**config.mk**
```make
export PLATFORM = sky130hd
export DESIGN_NAME = hs_cmd_master_flat
export DESIGN_NICKNAME = d
export VERILOG_FILES = /design/src/rtl/hs_cmd_if.sv /design/src/rtl/hs_cmd_master.sv /design/src/flat_wrapper.sv
export SDC_FILE = /design/constraint.sdc
export NUM_CORES = 1
export LEC_CHECK = 0
export ABC_CLOCK_PERIOD_IN_PS = 5700
export BUFFER_PORTS_ARGS = -buffer_cell sky130_fd_sc_hd__buf_2
export CAP_MARGIN = 20
export CELL_PAD_IN_SITES_DETAIL_PLACEMENT = 0
export CELL_PAD_IN_SITES_GLOBAL_PLACEMENT = 2
export CORE_MARGIN = 2
export CORE_UTILIZATION = 39
export DETAILED_ROUTE_END_ITERATION = 6
export GPL_TIMING_DRIVEN = 0
export HOLD_SLACK_MARGIN = 0.02
export MAX_ROUTING_LAYER = met4
export PLACE_DENSITY = 0.91
export SYNTH_ARGS = -nofsm -noshare
export SYNTH_HDL_FRONTEND = slang
export SYNTH_SLANG_ARGS = --single-unit
```
**constraint.sdc**
```tcl
create_clock -name clk -period 5.7 [get_ports clk]
set_input_delay 0.57 -clock clk [delete_from_list [all_inputs] [get_ports clk]]
set_output_delay 0.57 -clock clk [all_outputs]
set_load 0.05 [all_outputs]
```
**src/rtl/hs_cmd_if.sv**
```systemverilog
// Valid/ready command and response channel
// between a traffic master and a memory-like responder.
interface hs_cmd_if #(
  parameter int DATA_WD = 4,
  parameter int ADDR_WD = 4
);
  logic               cmd_valid;
  logic               cmd_ready;
  logic               cmd;
  logic [ADDR_WD-1:0] cmd_addr;
  logic [DATA_WD-1:0] cmd_data;
  logic               rsp_valid;
  logic               rsp_ready;
  logic [DATA_WD-1:0] rsp_data;

  modport master (
    output cmd_valid, cmd, cmd_addr, cmd_data,
    output rsp_ready,
    input  cmd_ready, rsp_valid, rsp_data
  );

  modport slave (
    input  cmd_valid, cmd, cmd_addr, cmd_data,
    input  rsp_ready,
    output cmd_ready, rsp_valid, rsp_data
  );
endinterface

```
**src/rtl/hs_cmd_master.sv**
```systemverilog
// Write-then-read traffic generator that checks
// every read response in order against its pattern.
module hs_cmd_master #(
  parameter int DATA_WD = 4,
  parameter int ADDR_WD = 4,
  parameter int MAX_OUT = 4,
  parameter logic [DATA_WD-1:0] SALT = DATA_WD'(4'h5)
) (
  input  logic               clk,
  input  logic               rstn,
  input  logic               start,
  input  logic [ADDR_WD-1:0] base_addr,
  input  logic [ADDR_WD:0]   len,
  output logic               busy,
  output logic               done,
  output logic               pass,
  output logic [ADDR_WD:0]   err_cnt,
  hs_cmd_if.master           bus
);
  localparam int CW = ADDR_WD + 1;
  localparam logic [CW-1:0] MAX_C = CW'(MAX_OUT);

  typedef enum logic [2:0] {
    S_IDLE, S_WR, S_RD, S_DRAIN, S_FIN
  } state_t;

  state_t             state_q, state_d;
  logic [ADDR_WD-1:0] base_q;
  logic [CW-1:0]      len_q;
  logic [CW-1:0]      idx_q;
  logic [CW-1:0]      rsp_idx_q;
  logic [CW-1:0]      out_q;
  logic [CW-1:0]      err_q;
  logic               busy_q, done_q, pass_q;
  logic               cvld_q, cmd_q;
  logic [ADDR_WD-1:0] caddr_q;
  logic [DATA_WD-1:0] cdata_q;

  logic               cmd_fire, rsp_fire, rd_fire;
  logic               last;
  logic [CW-1:0]      idx_nx, out_d, rsp_idx_d;
  logic [ADDR_WD-1:0] nx_addr, rd_addr, chk_addr;

  function automatic logic [DATA_WD-1:0] pat(
    input logic [ADDR_WD-1:0] a
  );
    return DATA_WD'(a) ^ SALT;
  endfunction

  assign cmd_fire  = cvld_q & bus.cmd_ready;
  assign rsp_fire  = bus.rsp_valid & bus.rsp_ready;
  assign rd_fire   = cmd_fire & ~cmd_q;
  assign idx_nx    = idx_q + CW'(1);
  assign last      = (idx_nx == len_q);
  assign out_d     = out_q + CW'(rd_fire) - CW'(rsp_fire);
  assign rsp_idx_d = rsp_idx_q + CW'(rsp_fire);
  assign nx_addr   = base_q + idx_nx[ADDR_WD-1:0];
  assign rd_addr   = cmd_fire ? nx_addr
                   : base_q + idx_q[ADDR_WD-1:0];
  assign chk_addr  = base_q + rsp_idx_q[ADDR_WD-1:0];

  // State register
  always_ff @(posedge clk or negedge rstn) begin
    if (!rstn) state_q <= S_IDLE;
    else       state_q <= state_d;
  end

  // Next-state decode
  always_comb begin
    state_d = state_q;
    unique case (state_q)
      S_IDLE:
        if (start)
          state_d = (len == '0) ? S_FIN : S_WR;
      S_WR:
        if (cmd_fire && last) state_d = S_RD;
      S_RD:
        if (cmd_fire && last) state_d = S_DRAIN;
      S_DRAIN:
        if (out_d == '0 && rsp_idx_d == len_q)
          state_d = S_FIN;
      S_FIN:
        state_d = S_IDLE;
      default:
        state_d = S_IDLE;
    endcase
  end

  // Command generation, response checking, status
  always_ff @(posedge clk or negedge rstn) begin
    if (!rstn) begin
      base_q    <= '0;
      len_q     <= '0;
      idx_q     <= '0;
      rsp_idx_q <= '0;
      out_q     <= '0;
      err_q     <= '0;
      busy_q    <= 1'b0;
      done_q    <= 1'b0;
      pass_q    <= 1'b0;
      cvld_q    <= 1'b0;
      cmd_q     <= 1'b0;
      caddr_q   <= '0;
      cdata_q   <= '0;
    end else begin
      done_q    <= 1'b0;
      out_q     <= out_d;
      rsp_idx_q <= rsp_idx_d;
      if (rsp_fire && bus.rsp_data != pat(chk_addr)
          && err_q != '1)
        err_q <= err_q + CW'(1);
      unique case (state_q)
        S_IDLE:
          if (start) begin
            base_q    <= base_addr;
            len_q     <= len;
            busy_q    <= 1'b1;
            pass_q    <= 1'b0;
            err_q     <= '0;
            idx_q     <= '0;
            rsp_idx_q <= '0;
            if (len != '0) begin
              cvld_q  <= 1'b1;
              cmd_q   <= 1'b1;
              caddr_q <= base_addr;
              cdata_q <= pat(base_addr);
            end
          end
        S_WR:
          if (cmd_fire) begin
            if (last) begin
              idx_q   <= '0;
              cmd_q   <= 1'b0;
              caddr_q <= base_q;
              cdata_q <= '0;
            end else begin
              idx_q   <= idx_nx;
              caddr_q <= nx_addr;
              cdata_q <= pat(nx_addr);
            end
          end
        S_RD:
          if (cmd_fire && last) begin
            idx_q  <= idx_nx;
            cvld_q <= 1'b0;
          end else if (cmd_fire || !cvld_q) begin
            if (cmd_fire) idx_q <= idx_nx;
            cvld_q  <= (out_d < MAX_C);
            caddr_q <= rd_addr;
          end
        S_DRAIN: begin
          cvld_q <= 1'b0;
        end
        S_FIN: begin
          done_q <= 1'b1;
          busy_q <= 1'b0;
          pass_q <= (err_q == '0);
        end
        default: begin
          cvld_q <= 1'b0;
        end
      endcase
    end
  end

  assign busy          = busy_q;
  assign done          = done_q;
  assign pass          = pass_q;
  assign err_cnt       = err_q;
  assign bus.cmd_valid = cvld_q;
  assign bus.cmd       = cmd_q;
  assign bus.cmd_addr  = caddr_q;
  assign bus.cmd_data  = cdata_q;
  assign bus.rsp_ready = (out_q != '0);
endmodule

```
**src/flat_wrapper.sv**
```systemverilog
// flat-port wrapper written by rule: the top's interface ports become plain ports
module hs_cmd_master_flat 
#(
  parameter int DATA_WD = 4,
  parameter int ADDR_WD = 4,
  parameter int MAX_OUT = 4,
  parameter logic [DATA_WD-1:0] SALT = DATA_WD'(4'h5)
)
  (clk, rstn, start, base_addr, len, busy, done, pass, err_cnt, bus_cmd_valid, bus_cmd, bus_cmd_addr, bus_cmd_data, bus_rsp_ready, bus_cmd_ready, bus_rsp_valid, bus_rsp_data);
  hs_cmd_if #(.DATA_WD(DATA_WD), .ADDR_WD(ADDR_WD)) bus_i ();
  input  logic clk;
  input  logic rstn;
  input  logic start;
  input  logic [ADDR_WD-1:0] base_addr;
  input  logic [ADDR_WD:0] len;
  output logic busy;
  output logic done;
  output logic pass;
  output logic [ADDR_WD:0] err_cnt;
  output wire logic [$bits(bus_i.cmd_valid)-1:0] bus_cmd_valid;
  output wire logic [$bits(bus_i.cmd)-1:0] bus_cmd;
  output wire logic [$bits(bus_i.cmd_addr)-1:0] bus_cmd_addr;
  output wire logic [$bits(bus_i.cmd_data)-1:0] bus_cmd_data;
  output wire logic [$bits(bus_i.rsp_ready)-1:0] bus_rsp_ready;
  input wire logic [$bits(bus_i.cmd_ready)-1:0] bus_cmd_ready;
  input wire logic [$bits(bus_i.rsp_valid)-1:0] bus_rsp_valid;
  input wire logic [$bits(bus_i.rsp_data)-1:0] bus_rsp_data;
  assign bus_cmd_valid = bus_i.cmd_valid;
  assign bus_cmd = bus_i.cmd;
  assign bus_cmd_addr = bus_i.cmd_addr;
  assign bus_cmd_data = bus_i.cmd_data;
  assign bus_rsp_ready = bus_i.rsp_ready;
  assign bus_i.cmd_ready = bus_cmd_ready;
  assign bus_i.rsp_valid = bus_rsp_valid;
  assign bus_i.rsp_data = bus_rsp_data;
  hs_cmd_master #(.DATA_WD(DATA_WD), .ADDR_WD(ADDR_WD), .MAX_OUT(MAX_OUT), .SALT(SALT)) u_core (.clk(clk), .rstn(rstn), .start(start), .base_addr(base_addr), .len(len), .busy(busy), .done(done), .pass(pass), .err_cnt(err_cnt), .bus(bus_i));
endmodule
```
# ---- Yosys cells after proc, flatten, opt, wreduce, memory -nomap -nowiden
# Cells that the tools add are included.
dict set report totals {
  register_bits 45
  inputBits 18
  output_inout_bits 19
  wordCells 118
}
dict set report op_classes {
  add_sub_neg 8
  order_cmp 1
  eq_ne 19
  mux 44
  n_bitwise 8
  reduce_logical 24
}
# op n
set op_table {}
lappend op_table {{5-bit two-way mux} 11}
lappend op_table {{4-bit two-way mux} 11}
lappend op_table {{5-bit logical NOT} 3}
lappend op_table {{3-bit two-way mux} 5}
lappend op_table {{5-bit one-hot mux with 3 select lines} 1}
lappend op_table {{2-bit by 1-bit != test with 1-bit output (second input constant)} 7}
lappend op_table {{4-bit adder} 3}
lappend op_table {{3-bit one-hot mux with 4 select lines} 1}
lappend op_table {{4-bit one-hot mux with 3 select lines} 1}
lappend op_table {{4-bit AND reduction} 3}
lappend op_table {{5-bit by 1-bit adder with 5-bit output} 2}
lappend op_table {{5-bit by 1-bit adder with 5-bit output (second input constant)} 2}
lappend op_table {{5-bit equality test} 2}
lappend op_table {{5-bit AND reduction} 2}
lappend op_table {{5-bit nonzero test} 2}
lappend op_table {{1-bit two-way mux} 9}
lappend op_table {{4-bit one-hot mux with 2 select lines} 1}
lappend op_table {{3-bit by 2-bit equality test with 1-bit output (second input constant)} 2}
lappend op_table {{3-bit by 1-bit != test with 1-bit output (second input constant)} 2}
lappend op_table {{2-bit NOT} 3}
lappend op_table {{1-bit one-hot mux with 2 select lines} 3}
lappend op_table {{6-bit AND reduction} 1}
lappend op_table {{5-bit by 3-bit less-than comparator with 1-bit output (second input constant)} 1}
lappend op_table {{5-bit != test (second input constant)} 1}
lappend op_table {{16 further kinds} 25}

# ---- Logic depth before layout (Yosys ltp)
# Gate-level depths: netlist of run 1.
dict set report depth {
  ltp_word 8
  depth_mapped 16
  ltp_nobuf 16
}

# ---- Worst setup path after synthesis of run 1
# No wires, ideal clock.
dict set report synth_timing {
  path_type {register -> register}
  from {register u_core.out_q[3]}
  to {register u_core.state_q[2]}
  setup_time_ns 0.079
  t_arrival_ns 3.697
  required_ns 5.621
  setup_slack_ns 1.925
  stages_incl_launch_ff 16
  n_path_buf 0
  synth_period_minus_slack_ns 3.775
  path_cell_list {dfrtp_1 > inv_1 > ha_1 > or4b_2 > nand2_1 > inv_1 > ha_1 > inv_1 > ha_1 > inv_1 > fa_1 > nand2b_1 > o32a_1 > a21oi_1 > or3b_2 > a21oi_1}
}
dict set report synth_via {
  elab_chain_len 7
  word_cells_on_any_way 10
  classes_between {add/sub (3); eq/ne (2); bitwise (1); reduce/logical (4)}
}
# element line
set synth_lines {}
lappend synth_lines {{start, declared} hs_cmd_master.sv:32} ;# logic [CW-1:0] out_q;
lappend synth_lines {{start signal, assigned} hs_cmd_master.sv:107} ;# out_q <= out_d;
lappend synth_lines {{5-bit nonzero test (*)} hs_cmd_master.sv:174} ;# assign bus.rsp_ready = (out_q != '0);
lappend synth_lines {{net bus_rsp_ready} flat_wrapper.sv:24} ;# output wire logic [$bits(bus_i.rsp_ready)-1:0] bus_rsp_ready;
lappend synth_lines {{1-bit AND (*)} hs_cmd_master.sv:51} ;# assign rsp_fire = bus.rsp_valid & bus.rsp_ready;
lappend synth_lines {{5-bit by 1-bit adder with 5-bit output / 5-bit by 1-bit subtractor with 5-bit output (equally long branches)} {hs_cmd_master.sv:56, hs_cmd_master.sv:55}}
lappend synth_lines {{5-bit equality test / 5-bit logical NOT (equally long branches)} hs_cmd_master.sv:80} ;# if (out_d == '0 && rsp_idx_d == len_q)
lappend synth_lines {{1-bit logical AND (*)} hs_cmd_master.sv:80}
lappend synth_lines {{2-bit by 1-bit != test with 1-bit output (no line) (*)} -}
lappend synth_lines {{4-bit AND reduction (no line) (*)} -}
lappend synth_lines {{end signal, assigned} hs_cmd_master.sv:65} ;# else state_q <= state_d;
lappend synth_lines {{end, declared} hs_cmd_master.sv:27} ;# state_t state_q, state_d;
# Mark *: on every way through the listed nets, which the timed path passes. The rest lies on a longest branch.
# A chain may end at the register's enable or synchronous reset.

# ---- Final worst setup path of run 1
dict set report layout_timing {
  from {register u_core.out_q[3]}
  to {register u_core.state_q[2]}
}
dict set report layout_via {
  elab_chain_len 7
  word_cells_on_any_way 10
  classes_between {add/sub (3); eq/ne (2); bitwise (1); reduce/logical (4)}
}
# element line
set layout_lines {}
lappend layout_lines {{parallel branches: the longest is 4 deep, another holds 5-bit by 1-bit adder with 5-bit output} -}
lappend layout_lines {{1-bit logical AND (*)} hs_cmd_master.sv:80}
lappend layout_lines {{2-bit by 1-bit != test with 1-bit output (no line) (*)} -}
lappend layout_lines {{4-bit AND reduction (no line) (*)} -}
# Mark *: on every way between the ends.

==> qor.txt, run 1 <==
Pre-CTS setup slack - 1.80 ns
Fill cells - 767
Ratio of cells with drive above 1 in the final layout - 17.3%
Starting Density - 40.1%
Initial antenna violation count - 0
H-tree levels - 2
Relative slew slack - 40.5%
Max Fclk - 0.255 GHz
Max rail drop VDD - 298 µV
Syn. warnings - 0
Distinct cells, synth - 56
Reg2reg path depth - 15
Site Rows - 32
Minimum clock period - 3.92 ns
Drt first-iter violations - 131
PD cells - 648 mW/mm²
Hold WC Path Type - in -> async
Gpl congestion - 0.843
Final Util - 46.0%
Vias in the first global route - 2523
Type of the worst setup path - reg -> reg
Max stage delay on crit path - 0.61 ns
RSZ-0062 raised after global routing - no
IO buf count - 36
Seq/Total Area, Yosys - 36.5%
CP endpoint kind - flip-flop
Hold buffers post-CTS - 0
Core Area - 0.00769 mm²
Post-CTS sizing - 0
Clk slew on worst S/H paths - 0.10 ns
CP bufs+invs - 4
CP max stage cell - or4b_2
Worst slew pin tran - 0.885 ns
Crit path top cell by count - inv_1
# IOs - 37
Longest Clk Path Bufs - 2
Number of synthesized flops with an enable pin - 0
Final worst slack - 1.78 ns
Final HPWL DP - 5580 µm
Global-route wire length before repair - 12400 µm
Syn Inst Count - 337
Post-Syn Area - 0.00309 mm²
CP top delay family - simple AND/OR/NAND/NOR gates
DRT Pass-1 Iters - 4
DRC Markers - 0
Setup TNS Final - 0 ns
DR vias - 2511
Post-route design area - 0.00354 mm²
GRT Total Usage - 18.7%
Mapped Nets - 380
Largest net degree at the start of global routing - 46
Final Slew Violations - 0
CTS Root Cell - clkbuf_8
Grt ovf - 0
Final setup violation count - 0
Num CTS Buffers - 5
Vias per cell - 5.19
Final cycle utilization of the critical path - 68.8%
Critical Path RT - 5.94 ns
Total Nets Final - 424
Max-cap viol count - 0
Die Height - 92.9 µm
Area of the multi-input gates - 0.00184 mm²
Clk sinks - 45
Skew final - 0.00704 ns
Setup bufs post-CTS - 0
Die width - 92.9 µm
Worst-path cell chain - inv_1 -> ha_1 -> or4b_2 -> nand2_1 -> inv_1 -> ha_1 -> inv_1 -> ha_1 -> inv_1 -> fa_1 -> nand2b_1 -> o32a_1 -> a21oi_1 -> or3b_2 -> a21oi_1
Ant diodes - 0
Asr flop ratio synth - 100%
Critical-path maximum fanout - 4
Total die area - 0.00864 mm²
Status - finished clean
Synthesized area per cell - 9.16 µm²
Startpoint Class - flip-flop
CTS tree - built
Fin. Hold Viols - 0
Clk_lat worst skew - 0.30 ns
Register area - 0.00113 mm²
#FFs+latches synth - 45
Arr. time, crit path - 4.16 ns
Critical path depth - 15
Main synth FF type - dfrtp_1
DR WL/cell - 15.2 µm
Routed Antenna Nets - 0
Syn-to-layout area delta - 14.6%
Post-Route WL - 7340 µm
Pleak - 1.69 nW
Placed cell areas - 0.00339 mm²
-- through the flow --
step	power [mW]	instances	hold WS [ns]
CTS	2.31	483	0.471
finish	2.29	484	0.0849
global route	2.50	484	0.0731
global placement	2.00	475	0.456
detailed placement	2.03	475	0.458
floorplan	1.71	337	0.274
-- routing by layer --
metal	vias up	global-route usage, %	share of wire [%]
li1	1257	-	-
met1	1212	25.3	49
met2	35	29.7	48
met3	7	2.85	2.4
met4	0	4.78	1.4
met5	-	-	0
-- power breakdown --
group          switching [mW]  total [mW]  internal [mW]
sequential              0.146       0.601          0.455
combinational           0.854        1.42          0.567
clock                   0.124       0.270          0.146
total                    1.13        2.29           1.17
-- final cells by class --
cell class | count | share of cell area [%]
buffer | 8 | 1.13
tap | 102 | 3.61
clock inverter | 2 | 1.17
timing repair buffer | 37 | 5.66
inverter | 20 | 2.12
multi-input combinational | 264 | 52.1
sequential | 45 | 31.8
clock buffer | 6 | 2.33
-- placed cells by master, fill, tap and decap left out, types with 3 or more instances in the layout --
| cell type | netlist | routed |
|---|---|---|
| mux2_2 | 4 | 4 |
| xor2_1 | 13 | 13 |
| a21oi_1 | 14 | 14 |
| nand4_1 | 3 | 3 |
| o221ai_1 | 4 | 4 |
| clkbuf_1 | 4 | 4 |
| a21boi_0 | 4 | 4 |
| nand2_1 | 52 | 52 |
| nor2_1 | 24 | 24 |
| and2_1 | 6 | 6 |
| fa_1 | 4 | 4 |
| a31oi_1 | 3 | 3 |
| clkbuf_8 | 0 | 6 |
| and3_1 | 3 | 3 |
| mux2i_1 | 6 | 6 |
| nor3_1 | 4 | 4 |
| o21ai_0 | 19 | 19 |
| nand2b_1 | 7 | 7 |
| xnor2_1 | 21 | 21 |
| a21o_1 | 5 | 5 |
| nand3_1 | 8 | 8 |
| buf_2 | 1 | 37 |
| inv_1 | 20 | 20 |
| ha_1 | 21 | 21 |
| dfrtp_1 | 45 | 45 |
-- registers in the layout, indices dropped and copies added, names as in the netlist --
name,count
u_core.bus.cmd,1
u_core.bus.cmd_data,4
u_core.bus.cmd_addr,4
u_core.busy,1
u_core.pass,1
u_core.out_q,5
u_core.state_q,3
u_core.base_q,4
u_core.bus.cmd_valid,1
u_core.done,1
u_core.err_cnt,5
u_core.len_q,5
u_core.rsp_idx_q,5
u_core.idx_q,5
-- cells by family after synthesis --
kind of cell | Yosys count | synth area share, %
buffers and inverters | 28 | 3.73
multiplexers | 10 | 3.41
adder cells (fa/ha/maj) | 25 | 11.1
AND/OR/NAND/NOR | 125 | 19.5
AO/OA/AOI/OAI | 69 | 15.5
XOR/XNOR | 35 | 10.2
flip-flops | 45 | 36.5
-- worst register-to-register path: stages (launching register included) --
cell	delay, ns
dfrtp_1	0.40
inv_1	0.09
ha_1	0.14
or4b_2	0.61
nand2_1	0.18
inv_1	0.10
ha_1	0.27
inv_1	0.06
ha_1	0.17
inv_1	0.06
fa_1	0.37
nand2b_1	0.21
o32a_1	0.37
a21oi_1	0.22
or3b_2	0.46
a21oi_1	0.14
-- synth_stat cells (all sizes together), types with 2 or more instances --
cell / number / area, µm²
inv: 20 / 75.1
nand3: 8 / 40.0
a31oi: 3 / 18.8
mux2i: 6 / 60.1
a211oi: 3 / 27.5
o32ai: 2 / 17.5
a21boi: 4 / 30.0
clkbuf: 5 / 20.0
a21oi: 15 / 78.8
buf: 3 / 20.0
nand2b: 7 / 43.8
nor3: 4 / 20.0
or3: 3 / 23.8
fa: 4 / 80.1
and3: 3 / 18.8
dfrtp: 45 / 1130
ha: 21 / 263
o2bb2ai: 2 / 30.0
or2: 2 / 12.5
o221ai: 4 / 35.0
and2: 6 / 37.5
nand2: 52 / 195
nor3b: 2 / 15.0
or4b: 2 / 20.0
a21o: 5 / 37.5
nand4: 3 / 18.8
nor2: 25 / 96.4
nand4b: 2 / 17.5
xor2: 14 / 130
nor4: 2 / 12.5
xnor2: 21 / 184
mux2: 4 / 45.0
o21ai: 19 / 95.1
a211o: 2 / 17.5
-- final timing paths --
| kind | start | endpoint | slack [ns] |
|---|---|---|---|
| hold reg to reg | u_core.busy$_DFFE_PN0P_ | u_core.busy$_DFFE_PN0P_ | 0.49 |
| setup / recovery | u_core.out_q[3]$_DFF_PN0_ | u_core.state_q[2]$_DFFE_PN0P_ | 1.78 |
| setup reg to reg | u_core.out_q[3]$_DFF_PN0_ | u_core.state_q[2]$_DFFE_PN0P_ | 1.78 |
| min in group clk | len[2] | u_core.len_q[2]$_DFFE_PN0P_ | 0.48 |
| max in group asynchronous | rstn | u_core.state_q[0]$_DFFE_PN0P_ | 5.16 |
| hold / removal | rstn | u_core.err_cnt[1]$_DFF_PN0_ | 0.08 |
Note: power is estimated with default switching activity, not from simulation.
==> inputs of run 2 (changes only) <==
--- a/config.mk
+++ b/config.mk
@@ -5,18 +5,18 @@
 export SDC_FILE = /design/constraint.sdc
 export NUM_CORES = 1
 export LEC_CHECK = 0
-export ABC_CLOCK_PERIOD_IN_PS = 5700
+export ABC_CLOCK_PERIOD_IN_PS = 3500
 export BUFFER_PORTS_ARGS = -buffer_cell sky130_fd_sc_hd__buf_2
 export CAP_MARGIN = 20
 export CELL_PAD_IN_SITES_DETAIL_PLACEMENT = 0
 export CELL_PAD_IN_SITES_GLOBAL_PLACEMENT = 2
 export CORE_MARGIN = 2
-export CORE_UTILIZATION = 39
+export CORE_UTILIZATION = 33
 export DETAILED_ROUTE_END_ITERATION = 6
 export GPL_TIMING_DRIVEN = 0
 export HOLD_SLACK_MARGIN = 0.02
 export MAX_ROUTING_LAYER = met4
-export PLACE_DENSITY = 0.91
+export PLACE_DENSITY = 0.83
 export SYNTH_ARGS = -nofsm -noshare
 export SYNTH_HDL_FRONTEND = slang
 export SYNTH_SLANG_ARGS = --single-unit
==> constraint.sdc (replaced) <==
create_clock -name clk -period 3.5 [get_ports clk]
set_input_delay 0.35 -clock clk [delete_from_list [all_inputs] [get_ports clk]]
set_output_delay 0.35 -clock clk [all_outputs]
set_load 0.05 [all_outputs]
==> run 2 against run 1 <==
Net effect:
- global-route usage down 2.7 points
- fmax is 15% higher
- critical path depth stayed put
- sequential power up 63%
- combinational power increased by 69%
- worst hold slack improved by 0.17 ns
- non-clock buffer count rose by 3
- clock skew about the same
- largest power group unchanged
==> qor.txt, run 2 (synthesized netlist as in run 1, its figures left out) <==
Status - finished clean (unchanged)
Max stage delay on crit path - 0.48 ns (was 0.61 ns)
Max-cap viol count - 0 (unchanged)
Relative slew slack - 38.6% (was 40.5%)
Die Height - 101 µm (was 92.9 µm)
Worst hold stages - 3
Total Nets Final - 427 (was 424)
Critical path depth - 15 (unchanged)
Site Rows - 35 (was 32)
Clk sinks - 45 (unchanged)
Vias per cell - 5.04 (was 5.19)
Final cycle utilization of the critical path - 97.1% (was 68.8%)
Gpl congestion - 0.842 (was 0.843)
Drt first-iter violations - 126 (was 131)
Worst slew pin tran - 0.914 ns (was 0.885 ns)
Setup TNS Final - 0 ns (unchanged)
DRC Markers - 0 (unchanged)
# IOs - 37 (unchanged)
Crit path top cell by count - inv_1 (unchanged)
Max rail drop VDD - 381 µV (was 298 µV)
Final setup violation count - 0 (unchanged)
Routed Antenna Nets - 0 (unchanged)
Clk_lat worst skew - 0.30 ns (about the same)
Ratio of cells with drive above 1 in the final layout - 19.3% (was 17.3%)
Arr. time, crit path - 3.63 ns (was 4.16 ns)
Critical Path RT - 3.73 ns (was 5.94 ns)
DR WL/cell - 15.3 µm (was 15.2 µm)
Worst-path cell chain - inv_1 -> ha_1 -> or4b_4 -> nand2_4 -> inv_1 -> ha_1 -> inv_1 -> ha_2 -> inv_1 -> fa_2 -> nand2b_4 -> o32a_1 -> a21oi_2 -> or3b_4 -> a21oi_2 (was inv_1 -> ha_1 -> or4b_2 -> nand2_1 -> inv_1 -> ha_1 -> inv_1 -> ha_1 -> inv_1 -> fa_1 -> nand2b_1 -> o32a_1 -> a21oi_1 -> or3b_2 -> a21oi_1)
CP max stage cell - or4b_4 (was or4b_2)
CP bufs+invs - 4 (unchanged)
Fin. Hold Viols - 0 (unchanged)
Vias in the first global route - 2439 (was 2523)
GRT Total Usage - 16.0% (was 18.7%)
H-tree levels - 2 (unchanged)
Num CTS Buffers - 5 (unchanged)
CTS tree - built (unchanged)
Max Fclk - 0.294 GHz (was 0.255 GHz)
DRT Pass-1 Iters - 4 (unchanged)
PD cells - 1040 mW/mm² (was 648 mW/mm²)
Most common cell after layout, fill and taps aside - nand2_1 (unchanged)
Most frequent cells in the layout - 51 x nand2_1, 45 x dfrtp_1, 37 x buf_2, 24 x nor2_1, 21 x xnor2_1 (was 52 x nand2_1, 45 x dfrtp_1, 37 x buf_2, 24 x nor2_1)
Hold WC Path Type - in -> reg (was in -> async)
Grt ovf - 0 (unchanged)
Reg2reg path depth - 15 (unchanged)
Initial antenna violation count - 0 (unchanged)
Ant diodes - 0 (unchanged)
RSZ-0062 raised after global routing - yes (was no)
IO buf count - 36 (unchanged)
Minimum clock period - 3.40 ns (was 3.92 ns)
Total power - 3.70 mW (was 2.29 mW)
Core Area - 0.00915 mm² (was 0.00769 mm²)
Pleak - 1.69 nW (about the same)
CTS Root Cell - clkbuf_8 (unchanged)
DR vias - 2495 (was 2511)
Type of the worst setup path - reg -> reg (unchanged)
Post-Route WL - 7580 µm (was 7340 µm)
Global-route wire length before repair - 12300 µm (was 12400 µm)
Die width - 101 µm (was 92.9 µm)
Critical-path maximum fanout - 4 (unchanged)
Longest Clk Path Bufs - 2 (unchanged)
Final Slew Violations - 0 (unchanged)
Largest net degree at the start of global routing - 46 (unchanged)
Skew final - 0.00752 ns (was 0.00704 ns)
Startpoint Class - flip-flop (unchanged)
Starting Density - 33.7% (was 40.1%)
CP top delay family - simple AND/OR/NAND/NOR gates (unchanged)
Clk slew on worst S/H paths - 0.09 ns (was 0.10 ns)
Total die area - 0.0101 mm² (was 0.00864 mm²)
CP endpoint kind - flip-flop (unchanged)
Syn-to-layout area delta - 15.8% (was 14.6%)
Final HPWL DP - 5820 µm (was 5580 µm)
run 2: cell types whose count changed in the layout (fill, tap and decap cells not counted), moves of 2 or more:
cell | previous run | this run
a21oi_1 | 14 | 12
a21oi_2 | 1 | 3
buf_4 | 0 | 2
o21ai_0 | 19 | 17
o21ai_1 | 0 | 2
run 2: cell type report:
class	instances	area (µm²)
flip-flops and latches	45	1130
clock buffers	5	68.8
clock inverters	2	13.8
multi-input cells	264	1880
fillers	929	5580
well taps	111	139
inverters	20	75.1
repair buffers	40	225
plain buffers	8	40.0
run 2: tightest hold or removal path: stages:
cell and delay [ns]:
buf_2 0.09, nand2_1 0.05, nand2_1 0.05
run 2: power breakdown:
| group | internal (mW) | switching [mW] |
|---|---|---|
| clock | 0.138 | 0.190 |
| combinational | 0.965 | 1.43 |
| sequential | 0.741 | 0.240 |
| total | 1.84 | 1.86 |
run 2: per-stage QoR:
stage / instance area [µm²] / hold WS (ns) / std cells / utilization [%] / setup WS [ns]
after floorplan: 3090 / 0.0544 / 337 / - / 0.0000224
after global placement: 3410 / 0.465 / 484 / 37.3 / -0.151
after detailed placement: 3410 / 0.459 / 484 / 37.3 / -0.164
after CTS: 3520 / 0.251 / 493 / 38.5 / 0.0209
after global routing: 3570 / 0.248 / 495 / 39.0 / -0.0731
final: 3570 / 0.259 / 495 / 39.0 / 0.101
run 2: repair_timing:
item                                    CTS  global route
endpoints found under the setup margin    2             3
hold endpoints to repair                  0             6
resized for setup                         4             6
pin swaps                                 3             4
setup buffers                             2             0
hold buffers                              0             1
run 2: worst paths after layout:
check,endpoint,slack [ns],start
max reg2reg,u_core.state_q[2]$_DFFE_PN0P_,0.10,u_core.out_q[3]$_DFF_PN0_
min in group asynchronous,u_core.out_q[1]$_DFF_PN0_,0.41,rstn
max,u_core.state_q[2]$_DFFE_PN0P_,0.10,u_core.out_q[3]$_DFF_PN0_
min,u_core.len_q[4]$_DFFE_PN0P_,0.26,len[4]
min reg2reg,u_core.bus.cmd_data[0]$_DFFE_PN0P_,0.49,u_core.bus.cmd_data[0]$_DFFE_PN0P_
max in group asynchronous,u_core.bus.cmd_addr[0]$_DFFE_PN0P_,2.63,rstn
run 2: layer usage:
layer / track usage [%] / part of all wire, % / vias up
met2: 25.7 / 49 / 36
met4: 2.53 / 0.28 / 0
met3: 2.70 / 2.2 / 2
met5: - / 0 / -
li1: - / - / 1260
met1: 21.7 / 49 / 1197
==> inputs of run 3 (changes only) <==
--- a/config.mk
+++ b/config.mk
@@ -5,18 +5,19 @@
 export SDC_FILE = /design/constraint.sdc
 export NUM_CORES = 1
 export LEC_CHECK = 0
+export ABC_AREA = 1
 export ABC_CLOCK_PERIOD_IN_PS = 3500
 export BUFFER_PORTS_ARGS = -buffer_cell sky130_fd_sc_hd__buf_2
 export CAP_MARGIN = 20
 export CELL_PAD_IN_SITES_DETAIL_PLACEMENT = 0
 export CELL_PAD_IN_SITES_GLOBAL_PLACEMENT = 2
 export CORE_MARGIN = 2
-export CORE_UTILIZATION = 33
+export CORE_UTILIZATION = 30
 export DETAILED_ROUTE_END_ITERATION = 6
 export GPL_TIMING_DRIVEN = 0
 export HOLD_SLACK_MARGIN = 0.02
 export MAX_ROUTING_LAYER = met4
-export PLACE_DENSITY = 0.83
+export PLACE_DENSITY = 0.81
 export SYNTH_ARGS = -nofsm -noshare
 export SYNTH_HDL_FRONTEND = slang
 export SYNTH_SLANG_ARGS = --single-unit
==> run 3 against run 2 <==
Net effect:
- clock power up 2%
- synthesized cell count up 30%
- first-iteration DRC count unchanged
- power up 7.0%
- non-clock buffer count down 8
- setup slack better by 0.36 ns
- largest cell class unchanged
==> qor.txt, run 3 <==
Status - finished clean (unchanged)
Post-synthesis simple-gate area fraction - 34.1% (was 19.5%)
Distinct cells, synth - 35 (was 56)
Ant diodes - 0 (unchanged)
Most frequent cells in the layout - 113 x nand2_1, 66 x inv_1, 45 x dfrtp_1, 44 x nand3_1, 43 x nor2_1 (was 51 x nand2_1, 45 x dfrtp_1, 37 x buf_2, 24 x nor2_1, 21 x xnor2_1)
Max rail drop VDD - 529 µV (was 381 µV)
Setup TNS Final - 0 ns (unchanged)
DP Cell Count - 610 (was 484)
Drt first-iter violations - 126 (unchanged)
DRT Pass-1 Iters - 4 (unchanged)
Hold WC Path Type - in -> async (was in -> reg)
IO buf count - 36 (unchanged)
Largest net degree at the start of global routing - 26 (was 46)
#FFs+latches synth - 45 (unchanged)
Critical-path maximum fanout - 3 (was 4)
GRT Total Usage - 15.9% (was 16.0%)
PD cells - 1090 mW/mm² (was 1040 mW/mm²)
Main synth FF type - dfrtp_1 (unchanged)
Mux contribution to synthesized area - 0% (was 3.41%)
Syn-to-layout area delta - 14.3% (was 15.8%)
Pleak - 1.90 nW (was 1.69 nW)
Die width - 107 µm (was 101 µm)
Num CTS Buffers - 5 (unchanged)
Skew final - 0.00866 ns (was 0.00752 ns)
Max Fclk - 0.330 GHz (was 0.294 GHz)
CP endpoint kind - flip-flop (unchanged)
Setup bufs post-CTS - 0 (was 2)
Core Area - 0.0103 mm² (was 0.00915 mm²)
Minimum clock period - 3.03 ns (was 3.40 ns)
Longest Clk Path Bufs - 2 (unchanged)
Mapped Nets - 480 (was 380)
Initial antenna violation count - 0 (unchanged)
Final HPWL DP - 6720 µm (was 5820 µm)
Most common cell after layout, fill and taps aside - nand2_1 (unchanged)
List of most frequent post-synthesis cells - 113 x nand2_1, 66 x inv_1, 45 x dfrtp_1, 44 x nand3_1, 43 x nor2_1 (was 52 x nand2_1, 45 x dfrtp_1, 24 x nor2_1, 21 x ha_1, 21 x xnor2_1)
Yosys top cell area share - 35.2% (was 36.5%)
Seq/Total Area, Yosys - 35.2% (was 36.5%)
Finished Layout Cells - 618 (was 495)
Max-cap viol count - 0 (unchanged)
RSZ-0062 raised after global routing - no (was yes)
Routed Antenna Nets - 0 (unchanged)
CTS Root Cell - clkbuf_8 (unchanged)
Arr. time, crit path - 3.24 ns (was 3.63 ns)
Vias in the first global route - 2888 (was 2439)
Cell with the most instances after synthesis - nand2_1 (unchanged)
Post-Syn Area - 0.00320 mm² (was 0.00309 mm²)
Vias per cell - 4.66 (was 5.04)
Startpoint Class - flip-flop (unchanged)
Syn. warnings - 0 (unchanged)
Final Util - 35.4% (was 39.0%)
Area leader, netlist - dfrtp_1 (unchanged)
Asr flop ratio synth - 100% (unchanged)
# IOs - 37 (unchanged)
Synth Area in Adders - 10.7% (was 11.1%)
Post-CTS sizing - 0 (was 4)
Number of synthesized flops with an enable pin - 0 (unchanged)
Final Slew Violations - 0 (unchanged)
DR vias - 2877 (was 2495)
Type of the worst setup path - reg -> reg (unchanged)
Grt ovf - 0 (unchanged)
Final cycle utilization of the critical path - 86.7% (was 97.1%)
H-tree levels - 2 (unchanged)
Clk sinks - 45 (unchanged)
DRC Markers - 0 (unchanged)
Clk slew on worst S/H paths - 0.10 ns (was 0.09 ns)
Critical Path RT - 3.70 ns (was 3.73 ns)
DR WL/cell - 13.3 µm (was 15.3 µm)
Die Height - 107 µm (was 101 µm)
CTS tree - built (unchanged)
Site Rows - 37 (was 35)
Fin. Hold Viols - 0 (unchanged)
Synthesized area per cell - 7.32 µm² (was 9.16 µm²)
Main combinational cell family by area after synthesis - simple AND/OR/NAND/NOR gates (unchanged)
Worst slew pin tran - 0.555 ns (was 0.914 ns)
Global-route wire length before repair - 14100 µm (was 12300 µm)
Post-Route WL - 8210 µm (was 7580 µm)
Total Nets Final - 524 (was 427)
Gpl congestion - 0.833 (was 0.842)
Total die area - 0.0115 mm² (was 0.0101 mm²)
Clk_lat worst skew - 0.30 ns (about the same)
Ratio of cells with drive above 1 in the final layout - 16.0% (was 19.3%)
Relative slew slack - 62.8% (was 38.6%)
Final setup violation count - 0 (unchanged)
Largest cells by area after synthesis - dfrtp_1 35%, nand2_1 13%, ha_1 8.2% (was dfrtp_1 36%, ha_1 8.5%, nand2_1 6.3%)
Syn Inst Count - 437 (was 337)
Starting Density - 31.0% (was 33.7%)
Synthesized-area fraction occupied by xor and xnor cells - 2.19% (was 10.2%)
Hold buffers post-CTS - 0 (unchanged)
Total power - 3.97 mW (was 3.70 mW)
Complex-gate fraction of the synthesized area - 8.69% (was 15.5%)
## run 3: final timing paths
kind	startpoint	slack, ns	depth (start not counted)	end
min in group clk	start	0.22	2	u_core.err_cnt[3]$_DFF_PN0_
max in group asynchronous	rstn	2.95	2	u_core.idx_q[1]$_DFFE_PN0P_
min	rstn	0.02	1	u_core.bus.cmd_data[0]$_DFFE_PN0P_
max reg2reg	u_core.out_q[2]$_DFF_PN0_	0.47	21	u_core.state_q[0]$_DFFE_PN0P_
min reg2reg	u_core.bus.cmd_addr[3]$_DFFE_PN0P_	0.49	2	u_core.bus.cmd_addr[3]$_DFFE_PN0P_
max	u_core.out_q[2]$_DFF_PN0_	0.47	21	u_core.state_q[0]$_DFFE_PN0P_
## run 3: final cells by class
class                      instances  area (µm²)
fill                            1122        6670
multi-input combinational        318        1780
sequential                        45        1130
inverter                          71         269
timing repair buffer              37         200
tap                              136         170
clock buffer                       5        68.8
buffer                             3        20.0
clock inverter                     3        17.5
## run 3: per-layer routing
| metal | track usage [%] | wire [µm] | vias to the layer above |
|---|---|---|---|
| met5 | - | 0 | - |
| met4 | 3.43 | 72 | 0 |
| met3 | 2.01 | 214 | 5 |
| met2 | 25.7 | 3950 | 47 |
| met1 | 21.6 | 3980 | 1334 |
| li1 | - | - | 1491 |
## run 3: cells by family (layout without fill, tap and decap cells)
family | Yosys count | count (layout)
simple gates | 236 | 236
buf+inv | 74 | 119
compound gates | 49 | 49
flops | 45 | 45
fa+ha+maj | 25 | 25
xor+xnor | 8 | 8
## run 3: worst max-delay path, stage by stage, from the launching register on
cell and delay (ns):
dfrtp_1 0.40, inv_1 0.08, ha_1 0.15, nand3_1 0.09, nand2_1 0.10, inv_1 0.07, ha_1 0.26, inv_1 0.06
ha_1 0.15, inv_1 0.05, fa_1 0.48, inv_1 0.05, nor2_1 0.11, nand3_1 0.08, nor2_1 0.12, nand3_1 0.07
nor2_1 0.15, nand2_1 0.11, nand2_1 0.12, nand3_1 0.11, nand2_1 0.07, nand2_1 0.05
## run 3: per-stage QoR
step	hold slack [ns]	instance area [µm²]	setup slack [ns]
final	0.0238	3650	0.465
after CTS	0.0359	3650	0.394
after detailed placement	0.376	3570	0.409
after global placement	0.461	3550	0.446
after global routing	0.0470	3650	0.0643
after floorplan	0.0544	3200	0.416
## run 3: report_power, final
group,total (mW),internal [mW],switching [mW]
registers,1.05,0.773,0.273
clock network,0.334,0.138,0.196
logic,2.59,0.856,1.73
